File: src/rtl/control_fsm_param.sv
// rtl/control_fsm_param.sv - registered, handshaked MIPS control decoder with multi-cycle MUL sequencing
`timescale 1ns/1ps

module control_fsm_param #(
    parameter int RW          = 4,
    parameter int MUL_TIMEOUT = 16
) (
    input  logic              clk,
    input  logic              rst,
    input  logic [31:0]       instr_in,
    input  logic              instr_valid,
    output logic              instr_ready,
    input  logic              mul_done,
    output logic [11+3*RW:0]  ctrl_out,
    output logic              ctrl_valid,
    output logic              busy,
    output logic              illegal_instr,
    output logic              mul_timeout
);

    localparam int CNT_W = $clog2(MUL_TIMEOUT + 1);

    // Low control bits, packed {we_regfile, sel_mux03, we_ram, sel_mux02, sel_alu[1:0], sel_mux01}
    localparam logic [6:0] SAFE_LOW   = 7'h18;
    localparam logic [6:0] LW_LOW     = 7'h79;
    localparam logic [6:0] SW_LOW     = 7'h29;
    localparam logic [6:0] ADD_LOW    = 7'h58;
    localparam logic [6:0] SUB_LOW    = 7'h5A;
    localparam logic [6:0] AND_LOW    = 7'h5C;
    localparam logic [6:0] OR_LOW     = 7'h5E;
    localparam logic [6:0] MUL_LOW    = 7'h10;
    localparam logic [6:0] WE_REG_BIT = 7'h40;

    localparam logic [5:0] OP_MAT = 6'd2;
    localparam logic [5:0] OP_LW  = 6'd3;
    localparam logic [5:0] OP_SW  = 6'd4;
    localparam logic [5:0] FN_ADD = 6'd32;
    localparam logic [5:0] FN_SUB = 6'd34;
    localparam logic [5:0] FN_AND = 6'd36;
    localparam logic [5:0] FN_OR  = 6'd37;
    localparam logic [5:0] FN_MUL = 6'd50;

    typedef enum logic [1:0] {
        IDLE,
        ISSUE,
        MUL_WAIT,
        MUL_WB
    } stateT;

    stateT            stateQ, stateD;
    logic [CNT_W-1:0] cntQ, cntD, cntInc;
    logic             issueMulQ, issueMulD;
    logic [6:0]       lowQ, lowD;
    logic [RW-1:0]    rsQ, rsD, rtQ, rtD, rdQ, rdD;
    logic             startQ, startD;
    logic             validQ, validD;
    logic             illegalQ, illegalD;
    logic             timeoutQ, timeoutD;

    logic [6:0]       decLow;
    logic [RW-1:0]    decRs, decRt, decRd;
    logic             decMul, decIllegal;
    logic             accept, loadInstr;
    logic             unusedBits;

    // Only some instruction bits are decoded; fold the rest into a sink
    assign unusedBits = ^instr_in;

    assign instr_ready = (stateQ == IDLE) || (stateQ == MUL_WB) ||
                         ((stateQ == ISSUE) && !issueMulQ);
    assign accept      = instr_valid && instr_ready;
    assign cntInc      = cntQ + CNT_W'(1);

    // Decode the incoming instruction into its control bits and register addresses
    always_comb begin
        decLow     = SAFE_LOW;
        decMul     = 1'b0;
        decIllegal = 1'b0;
        decRs      = instr_in[20+RW:21];
        decRt      = instr_in[15+RW:16];
        decRd      = instr_in[10+RW:11];
        case (instr_in[31:26])
            OP_LW: begin
                decLow = LW_LOW;
                decRd  = instr_in[15+RW:16];
            end
            OP_SW: begin
                decLow = SW_LOW;
                decRd  = instr_in[15+RW:16];
            end
            OP_MAT: begin
                case (instr_in[5:0])
                    FN_ADD:  decLow = ADD_LOW;
                    FN_SUB:  decLow = SUB_LOW;
                    FN_AND:  decLow = AND_LOW;
                    FN_OR:   decLow = OR_LOW;
                    FN_MUL: begin
                        decLow = MUL_LOW;
                        decMul = 1'b1;
                    end
                    default: decIllegal = 1'b1;
                endcase
            end
            default: decIllegal = 1'b1;
        endcase
    end

    // Next-state and next-output logic; addresses hold unless a new instruction loads
    always_comb begin
        stateD    = stateQ;
        cntD      = cntQ;
        issueMulD = 1'b0;
        lowD      = SAFE_LOW;
        rsD       = rsQ;
        rtD       = rtQ;
        rdD       = rdQ;
        startD    = 1'b0;
        validD    = 1'b0;
        illegalD  = 1'b0;
        timeoutD  = 1'b0;
        loadInstr = 1'b0;
        case (stateQ)
            IDLE: begin
                if (accept) loadInstr = 1'b1;
            end
            ISSUE: begin
                if (issueMulQ) begin
                    stateD = MUL_WAIT;
                    cntD   = '0;
                    lowD   = lowQ;
                end else if (accept) begin
                    loadInstr = 1'b1;
                end else begin
                    stateD = IDLE;
                end
            end
            MUL_WAIT: begin
                lowD = lowQ;
                if (mul_done) begin
                    stateD = MUL_WB;
                    lowD   = lowQ | WE_REG_BIT;
                    validD = 1'b1;
                end else if (cntInc == CNT_W'(MUL_TIMEOUT)) begin
                    stateD   = IDLE;
                    lowD     = SAFE_LOW;
                    timeoutD = 1'b1;
                end else begin
                    cntD = cntInc;
                end
            end
            MUL_WB: begin
                if (accept) loadInstr = 1'b1;
                else        stateD = IDLE;
            end
            default: stateD = IDLE;
        endcase
        if (loadInstr) begin
            stateD    = ISSUE;
            lowD      = decLow;
            rsD       = decRs;
            rtD       = decRt;
            rdD       = decRd;
            startD    = decMul;
            issueMulD = decMul;
            validD    = 1'b1;
            illegalD  = decIllegal;
        end
    end

    // State and registered outputs; reset clears addresses and drops any multiply in flight
    always_ff @(posedge clk) begin
        if (!rst) begin
            stateQ    <= IDLE;
            cntQ      <= '0;
            issueMulQ <= 1'b0;
            lowQ      <= SAFE_LOW;
            rsQ       <= '0;
            rtQ       <= '0;
            rdQ       <= '0;
            startQ    <= 1'b0;
            validQ    <= 1'b0;
            illegalQ  <= 1'b0;
            timeoutQ  <= 1'b0;
        end else begin
            stateQ    <= stateD;
            cntQ      <= cntD;
            issueMulQ <= issueMulD;
            lowQ      <= lowD;
            rsQ       <= rsD;
            rtQ       <= rtD;
            rdQ       <= rdD;
            startQ    <= startD;
            validQ    <= validD;
            illegalQ  <= illegalD;
            timeoutQ  <= timeoutD;
        end
    end

    // Top four bits are reserved and driven 0 so the low bits match the legacy control word
    assign ctrl_out      = {4'b0000, startQ, rdQ, rtQ, rsQ, lowQ};
    assign ctrl_valid    = validQ;
    assign busy          = (stateQ == MUL_WAIT) || (stateQ == MUL_WB);
    assign illegal_instr = illegalQ;
    assign mul_timeout   = timeoutQ;

endmodule

File: config.mk
export PLATFORM = sky130hd
export DESIGN_NAME = control_fsm_param
export DESIGN_NICKNAME = d
export VERILOG_FILES = /design/src/rtl/control_fsm_param.sv
export SDC_FILE = /design/constraint.sdc
export NUM_CORES = 1
export LEC_CHECK = 0
export CAP_MARGIN = 15
export CORE_UTILIZATION = 33
export CTS_CLUSTER_SIZE = 25
export DETAILED_ROUTE_END_ITERATION = 12
export PLACE_DENSITY = 0.7
export SYNTH_ARGS = -nofsm -noshare
export SYNTH_HDL_FRONTEND = slang
export SYNTH_SLANG_ARGS = --single-unit
File: constraint.sdc
create_clock -name clk -period 2.8 [get_ports clk]
set_input_delay 0.42 -clock clk [delete_from_list [all_inputs] [get_ports clk]]
set_output_delay 0.42 -clock clk [all_outputs]
set_load 0.02 [all_outputs]
==> results_dict.tcl, run 1 <==
set metrics [dict create \
    ctsResizeCount 0 \
    initial_core_util 0.343 \
    critPathLaunchType "flop" \
    fin_nets 272 \
    cp-end-kind "primary output" \
    crit_arrival_ns 2.07 \
    die-area_um2 4770 \
    root_buffer "clkbuf_8" \
    slowest_delay_ns 0.54 \
    timing.fmax_mhz 402 \
    setup_viol_count_final 0 \
    yosysSeqAreaShare 0.391 \
    drv_cap 0 \
    hp-class "reg -> reg" \
    drive_gt1_frac 0.0987 \
    fin_ws_ns 0.312 \
    min_period_ns 2.49 \
    antenna_found_initial 0 \
    drt-initial-drc-count 41 \
    p_leak_nw 0.765 \
    drc 0 \
    synth.avg_cell_area_um2 8.24 \
    post_drt_via_cell_ratio 5.10 \
    grt_pass1_wl_um 5870 \
    post_cts_buffers 0 \
    grt_pass1_vias 1315 \
    overflow 0 \
    syn-instance-count 180 \
    rows 24 \
    clockBufferDepth 2 \
    die_h_um 69.1 \
    hold_violations 0 \
    mostFrequentLayoutCell "clkdlybuf4s50_1" \
    grt_usage 0.155 \
    regArea_um2 581 \
    path_buf_inv 2 \
    routed_wl_um 3510 \
    grt_max_degree 18 \
    status "complete, no violations" \
    die_w_um 69.1 \
    h-tree-depth 2 \
    clkSinkCount 29 \
    power_mw 1.04 \
    post-place-ws_ns 0.622 \
    core_area_um2 4320 \
    numPortBuffers 52 \
    synth_top_area_frac 0.391 \
    wire_per_inst_um 12.3 \
    clock_latency_ns 0.28 \
    cts_tree "done" \
    synth_top_family_by_area "simple AND/OR/NAND/NOR gates" \
    grt_setup_unrepaired "no" \
    cts_hold_buf 0 \
    nFillCells 445 \
    synth_xor_area_frac 0 \
    cts.clk_slew.worst_paths_ns 0.07 \
    synth_area_leaders "dfxtp_1 39%, nand2_1 7.8%, a21oi_1 6.7%" \
    worstPathRequired_ns 2.38 \
    path_cells "inv_1, ha_1, and2b_1, or2_2, clkdlybuf4s50_1" \
    drv_slew 0 \
    cts_buffers 5 \
    multiInputGateArea_um2 825 \
    gp_congestion 0.819 \
    pin_count 65 \
    netlist_area_um2 1480 \
    worstSetupPathType "reg -> out" \
    synth-main-ff-cell "dfxtp_1" \
    synth_edf_count 0 \
    area_delta_synth_final_pct 44.4 \
    crit_slowest_cell "clkdlybuf4s50_1" \
    vias 1454 \
    antenna_left 0 \
    synthArstFlopShare 0 \
    synthAdderAreaFrac 0.0337 \
    powerDensity_nw_per_um2 487 \
    crit_family "buffers and inverters" \
    synth-compound-area-share 0.208 \
    synthSimpleGateAreaFrac 0.262 \
    synthMuxAreaShare 0.0413 \
    layout_common_cells "52 x clkdlybuf4s50_1, 31 x nand2_1, 29 x dfxtp_1, 20 x a21oi_1, 12 x o21ai_0" \
    yosysUniqueCellTypes 44 \
    skew_ns 0.0101 \
    drt-pass1-iter-count 4 \
    crit_fanout 6 \
    holdWs_ns 0.454 \
    yosysWarnings 0 \
    vdd_drop_max_v 0.000284 \
    fin_crit_sh 0.889 \
    fin_setup_tns_ns 0 \
    diodes 0 \
    post-dp-hpwl_um 2620 \
    ys_ff_latch 29 \
    synth_largest_area_cell "dfxtp_1" \
]
## worst register-to-register path, cell delays in order (launching register included)
cell     delay, ns
dfxtp_1       0.40
inv_1         0.08
ha_1          0.23
and2b_1       0.24
o21a_1        0.26
nor2_1        0.19
nor2_1        0.10
o32a_1        0.28
## stage by stage
stage | area (um2) | util | std cells
after floorplan | 1500 | - | 183
after global placement | 2030 | 0.469 | 277
final | 2140 | 0.496 | 285
after global routing | 2140 | 0.496 | 285
after CTS | 2140 | 0.496 | 285
after detailed placement | 2030 | 0.469 | 277
## report_power, final
group / total (mW) / switching [mW] / leakage [nW] / internal (mW)
combinational: 0.173 / 0.0856 / 0.474 / 0.0870
sequential: 0.437 / 0.00842 / 0.237 / 0.429
clock: 0.433 / 0.168 / 0.0543 / 0.266
total: 1.04 / 0.261 / 0.765 / 0.781
## routing by layer
layer	track usage	up-vias	share of wire
met4	0.0703	0	0.021
li1	-	736	-
met3	0.0497	8	0.060
met2	0.248	43	0.46
met1	0.188	667	0.46
met5	0	-	0
## synthesized netlist by cell type (all sizes together), types with 2 or more instances
master / n
dfxtp: 29
a21oi: 22
nand2: 31
buf: 9
nor3b: 3
and2: 2
nor4b: 2
or3: 2
clkbuf: 4
nand4: 2
or2: 4
mux2i: 5
o22ai: 4
o31ai: 2
ha: 4
nor3: 4
nor2: 6
nand3: 9
o21ai: 13
o211ai: 2
inv: 4
## sequential cells by signal, indices dropped and copies added, names as in the netlist
name,flops
cntQ,5
ctrl_valid,1
illegal_instr,1
lowQ,6
mul_timeout,1
rdQ,4
rsQ,4
rtQ,4
startQ,1
stateQ,2
## path summary, 6_finish.rpt
kind / from / to / slack, ns / cells past startpoint
worst max-delay path: stateQ[1] / instr_ready / 0.31 / 5
worst min register to register: rtQ[0] / rtQ[0] / 0.45 / 2
worst min-delay path: rtQ[0] / rtQ[0] / 0.45 / 2
worst max register to register: stateQ[1] / lowQ[3] / 0.90 / 7
## final cells by class
class | instances | share of cell area
repair buffers | 55 | 0.253
clock inverters | 3 | 0.0216
clock buffers | 5 | 0.0321
multi-input cells | 137 | 0.385
flip-flops and latches | 29 | 0.271
well taps | 52 | 0.0304
inverters | 4 | 0.00701
## logic make-up (layout without fill, tap and decap cells)
group           after synthesis  after routing
fa+ha+maj                     4              4
flops                        29             29
simple gates                 72             72
other cells                   1              4
mux                           6              6
buf+inv                      17             67
compound gates               51             51
(Power assumes the default switching activity.)
==> run 2, diff against run 1 <==
- MAX_ROUTING_LAYER: unset -> met4
==> run 2 against run 1 <==
Flip-flop and latch count is the same. Clock power about the same. Routed wire length hardly changed. Fmax hardly changed. First-iteration DRC count grew 7.3%. Die area unchanged. Clock skew hardly changed. Critical endpoint unchanged. Largest cell class unchanged. Largest power group unchanged.
==> results_dict.tcl, run 2 (same netlist as run 1, synthesis figures left out) <==
set metrics [dict create \
    vdd_drop_max_v 0.000284 \
    top_regs "lowQ (6), cntQ (5)" \
    cts_buffers 5 \
    slowest_delay_ns 0.54 \
    antenna_left 0 \
    grt_pass1_vias 1315 \
    gp_congestion 0.831 \
    clock_latency_ns 0.28 \
    clkSinkCount 29 \
    die-area_um2 4770 \
    pin_count 65 \
    drive_gt1_frac 0.0987 \
    crit_arrival_ns 2.07 \
    vias 1455 \
    crit_fanout 6 \
    worstPathRequired_ns 2.38 \
    regArea_um2 581 \
    die_h_um 69.1 \
    cts_tree "done" \
    multiInputGateArea_um2 825 \
    root_buffer "clkbuf_8" \
    antenna_found_initial 0 \
    grt_pass1_wl_um 5870 \
    hold_violations 0 \
    worstSetupPathType "reg -> out" \
    fin_setup_tns_ns 0 \
    post-dp-hpwl_um 2620 \
    grt_setup_unrepaired "no" \
    drv_cap 0 \
    ff2ff_path_depth 7 \
    path_cells "inv_1, ha_1, and2b_1, or2_2, clkdlybuf4s50_1" \
    cts.clk_slew.worst_paths_ns 0.07 \
    largest_reg_flops 6 \
    rows 24 \
    hp-class "reg -> reg" \
    skew_ns 0.0101 \
    dpl_cell_area_um2 2030 \
    fin_ws_ns 0.312 \
    cp-end-kind "primary output" \
    overflow 0 \
    core_area_um2 4320 \
    fin_crit_sh 0.889 \
    h-tree-depth 2 \
    drt-initial-drc-count 44 \
    setup_viol_count_final 0 \
    place_inst 277 \
    r2r_end "lowQ[3]" \
    wire_per_inst_um 12.3 \
    ctsResizeCount 0 \
    cts_hold_buf 0 \
    initial_core_util 0.343 \
    grt_max_degree 18 \
    post-place-ws_ns 0.622 \
    min_period_ns 2.49 \
    crit_slowest_cell "clkdlybuf4s50_1" \
    final_cells 285 \
    r2r_setup_slack_ns 0.90 \
    holdCritStartpoint "rtQ[0]" \
    post_cts_buffers 0 \
    critPathLaunchType "flop" \
    path_buf_inv 2 \
    timing.fmax_mhz 402 \
    fin_nets 272 \
    clockBufferDepth 2 \
    grt_usage 0.159 \
    numPortBuffers 52 \
    diodes 0 \
    power_mw 1.04 \
    crit_family "buffers and inverters" \
    crit-reg2reg-launch "stateQ[1]" \
    powerDensity_nw_per_um2 487 \
    top_register "lowQ" \
    p_leak_nw 0.765 \
    nFillCells 445 \
    routed_wl_um 3510 \
    drv_slew 0 \
    post_drt_via_cell_ratio 5.11 \
    drt-pass1-iter-count 4 \
    hold_depth 2 \
    drc 0 \
    hold-path-endpoint "rtQ[0]" \
    status "complete, no violations" \
    mostFrequentLayoutCell "clkdlybuf4s50_1" \
    area_delta_synth_final_pct 44.4 \
    die_w_um 69.1 \
    layout_common_cells "52 x clkdlybuf4s50_1, 31 x nand2_1, 29 x dfxtp_1, 20 x a21oi_1, 12 x o21ai_0" \
    stdcell_area_um2 2140 \
]
-- run 2: worst reg2reg max path, stage by stage (launching register included) --
cell and delay, ns:
dfxtp_1 0.40, inv_1 0.08, ha_1 0.23, and2b_1 0.24, o21a_1 0.26, nor2_1 0.19
nor2_1 0.10, o32a_1 0.28
-- run 2: metrics by stage --
step | hold WS, ns | utilization
3_3_place_gp | 0.442 | 0.469
4_1_cts | 0.458 | 0.496
3_5_place_dp | 0.448 | 0.469
5_1_grt | 0.486 | 0.496
2_1_floorplan | 0.475 | -
6_report | 0.454 | 0.496
-- run 2: worst max-delay path by stage --
stage               from     endpoint  cells after the start  slack (ns)
2_1_floorplan  stateQ[1]    stateQ[0]                      7        1.07
3_3_place_gp   stateQ[1]  instr_ready                      5        0.64
3_5_place_dp   stateQ[1]  instr_ready                      5        0.62
4_1_cts        stateQ[1]  instr_ready                      5        0.30
5_1_grt        stateQ[1]  instr_ready                      5        0.19
6_report       stateQ[1]  instr_ready                      5        0.31
-- run 2: layer usage --
layer | wire, um | vias to the layer above | track usage
met3 | 192 | 8 | 0.0468
li1 | - | 736 | -
met5 | 0 | - | -
met4 | 72 | 0 | 0.0703
met1 | 1640 | 668 | 0.190
met2 | 1610 | 43 | 0.248
-- run 2: cell type report --
class,instances,area share
clock inverters,3,0.0216
inverters,4,0.00701
well taps,52,0.0304
flip-flops and latches,29,0.271
multi-input cells,137,0.385
clock buffers,5,0.0321
repair buffers,55,0.253
-- run 2: power breakdown --
part | switching [mW] | internal [mW]
registers | 0.00843 | 0.429
clock network | 0.168 | 0.266
logic | 0.0855 | 0.0870
total | 0.262 | 0.781
==> run 3, diff against run 2 <==
- CORE_ASPECT_RATIO: unset -> 0.5
- CORE_MARGIN: unset -> 10
==> run 3 against run 2 <==
Highest routed layer unchanged. Global-route usage down 4.3 points. Flip-flop and latch count unchanged. Count of clock-buffer cells in the layout increased by 1. Via count is 1.4% lower. Power shrank 8.9%.
==> results_dict.tcl, run 3 (same netlist as run 1, synthesis figures left out) <==
set metrics [dict create \
    post_drt_via_cell_ratio 4.93 \
    rows 17 \
    drc 0 \
    core_area_um2 4360 \
    critPathLaunchType "flop" \
    antenna_found_initial 0 \
    crit_family "buffers and inverters" \
    worstPathRequired_ns 2.38 \
    post_cts_buffers 0 \
    initial_core_util 0.340 \
    die_h_um 67.4 \
    post-dp-hpwl_um 3290 \
    power_frac_clock 0.354 \
    layout_common_cells "52 x clkdlybuf4s50_1, 31 x nand2_1, 29 x dfxtp_1, 20 x a21oi_1, 12 x o21ai_0" \
    vias 1435 \
    grt_setup_unrepaired "no" \
    tightest_slew_ns 0.512 \
    combPwrFrac 0.186 \
    vdd_drop_max_v 0.000234 \
    fin_crit_sh 0.907 \
    cts_tree "done" \
    fin_nets 273 \
    min_period_ns 2.54 \
    clkSinkCount 29 \
    maxSlewHeadroom 0.656 \
    setup_viol_count_final 0 \
    routed_wl_um 4280 \
    wire_per_inst_um 14.7 \
    skew_ns 0.00296 \
    root_buffer "clkbuf_8" \
    pin_count 65 \
    grt_usage 0.116 \
    cts_buffers 5 \
    mostFrequentLayoutCell "clkdlybuf4s50_1" \
    grt_pass1_vias 1491 \
    crit_arrival_ns 2.12 \
    fin_setup_tns_ns 0 \
    path_buf_inv 2 \
    clock_latency_ns 0.29 \
    hp-class "reg -> reg" \
    antenna_left 0 \
    p_leak_nw 0.760 \
    ctsResizeCount 0 \
    drt-initial-drc-count 73 \
    pwr-share-seq 0.460 \
    die-area_um2 7740 \
    power_uw 950 \
    clockBufferDepth 2 \
    cts_hold_buf 0 \
    status "complete, no violations" \
    gp_congestion 0.799 \
    path_cells "inv_1, ha_1, and2b_1, or2_2, clkdlybuf4s50_1" \
    slowest_delay_ns 0.54 \
    nFillCells 410 \
    overflow 0 \
    h-tree-depth 2 \
    grt_max_degree 13 \
    p_sw_uw 262 \
    numPortBuffers 52 \
    top_register "lowQ" \
    area_delta_synth_final_pct 43.2 \
    cts.clk_slew.worst_paths_ns 0.06 \
    diodes 0 \
    worstSetupPathType "reg -> out" \
    drv_slew 0 \
    drive_gt1_frac 0.0983 \
    die_w_um 115 \
    timing.fmax_mhz 394 \
    p_int_uw 688 \
    grt_pass1_wl_um 7010 \
    largest_reg_flops 6 \
    top_regs "lowQ (6), cntQ (5)" \
    crit_slowest_cell "clkdlybuf4s50_1" \
    hold_violations 0 \
    crit_fanout 6 \
    drt-pass1-iter-count 4 \
    cp-end-kind "primary output" \
    drv_cap 0 \
    p_sw_frac 0.276 \
    powerDensity_nw_per_um2 447 \
]
==> run 3: changes by cell type in the layout (fill, tap and decap cells not counted), sizes merged <==
cell / before / now
clkinv: 1 / 2
clkbuf: 5 / 6
clkinvlp: 1 / 0
bufinv: 1 / 0
buf: 3 / 4
==> run 3: worst paths after layout <==
kind | from | to | slack [ns] | depth (start not counted)
setup / recovery | stateQ[1] | instr_ready | 0.26 | 5
setup reg to reg | stateQ[1] | lowQ[3] | 0.72 | 7
hold / removal | rsQ[3] | rsQ[3] | 0.45 | 2
hold reg to reg | rsQ[3] | rsQ[3] | 0.45 | 2
==> run 3: power by group through the flow <==
stage,combinational [mW],sequential (mW),clock [mW]
global placement,0.174,0.445,0
detailed placement,0.177,0.447,0
finish,0.176,0.437,0.337
CTS,0.178,0.437,0.341
global route,0.193,0.440,0.359
floorplan,0.0684,0.464,0
==> run 3: area by class of cell <==
type / count / area [um2] / area share
sequential: 29 / 581 / 0.273
clock inverter: 2 / 10.0 / 0.00471
multi-input combinational: 137 / 825 / 0.388
timing repair buffer: 56 / 551 / 0.259
clock buffer: 6 / 72.6 / 0.0342
inverter: 4 / 15.0 / 0.00707
tap: 57 / 71.3 / 0.0336
==> run 3: worst register-to-register path: cells and delay by family, from the launching register on <==
kind / cells / cell delay, ns
adder cells (fa/ha/maj): 1 / 0.25
AND/OR/NAND/NOR: 3 / 0.61
flip-flops: 1 / 0.40
AO/OA/AOI/OAI: 2 / 0.63
buffers and inverters: 1 / 0.09
==> run 3: layer usage <==
| layer | global-route usage | part of all wire | up-vias |
|---|---|---|---|
| met5 | - | 0 | - |
| met4 | 0.0475 | 0.013 | 0 |
| met3 | 0.0336 | 0.044 | 8 |
| met2 | 0.204 | 0.51 | 32 |
| met1 | 0.123 | 0.43 | 660 |
| li1 | - | - | 735 |
==> run 3: metrics by stage <==
stage	worst slack [ns]	instance area (um2)	utilization	hold slack [ns]	cells
floorplan	1.07	1500	-	0.475	183
global placement	0.610	2040	0.468	0.443	283
detailed placement	0.579	2040	0.468	0.446	283
CTS	0.263	2120	0.487	0.455	291
global route	0.178	2120	0.487	0.495	291
finish	0.260	2120	0.487	0.454	291
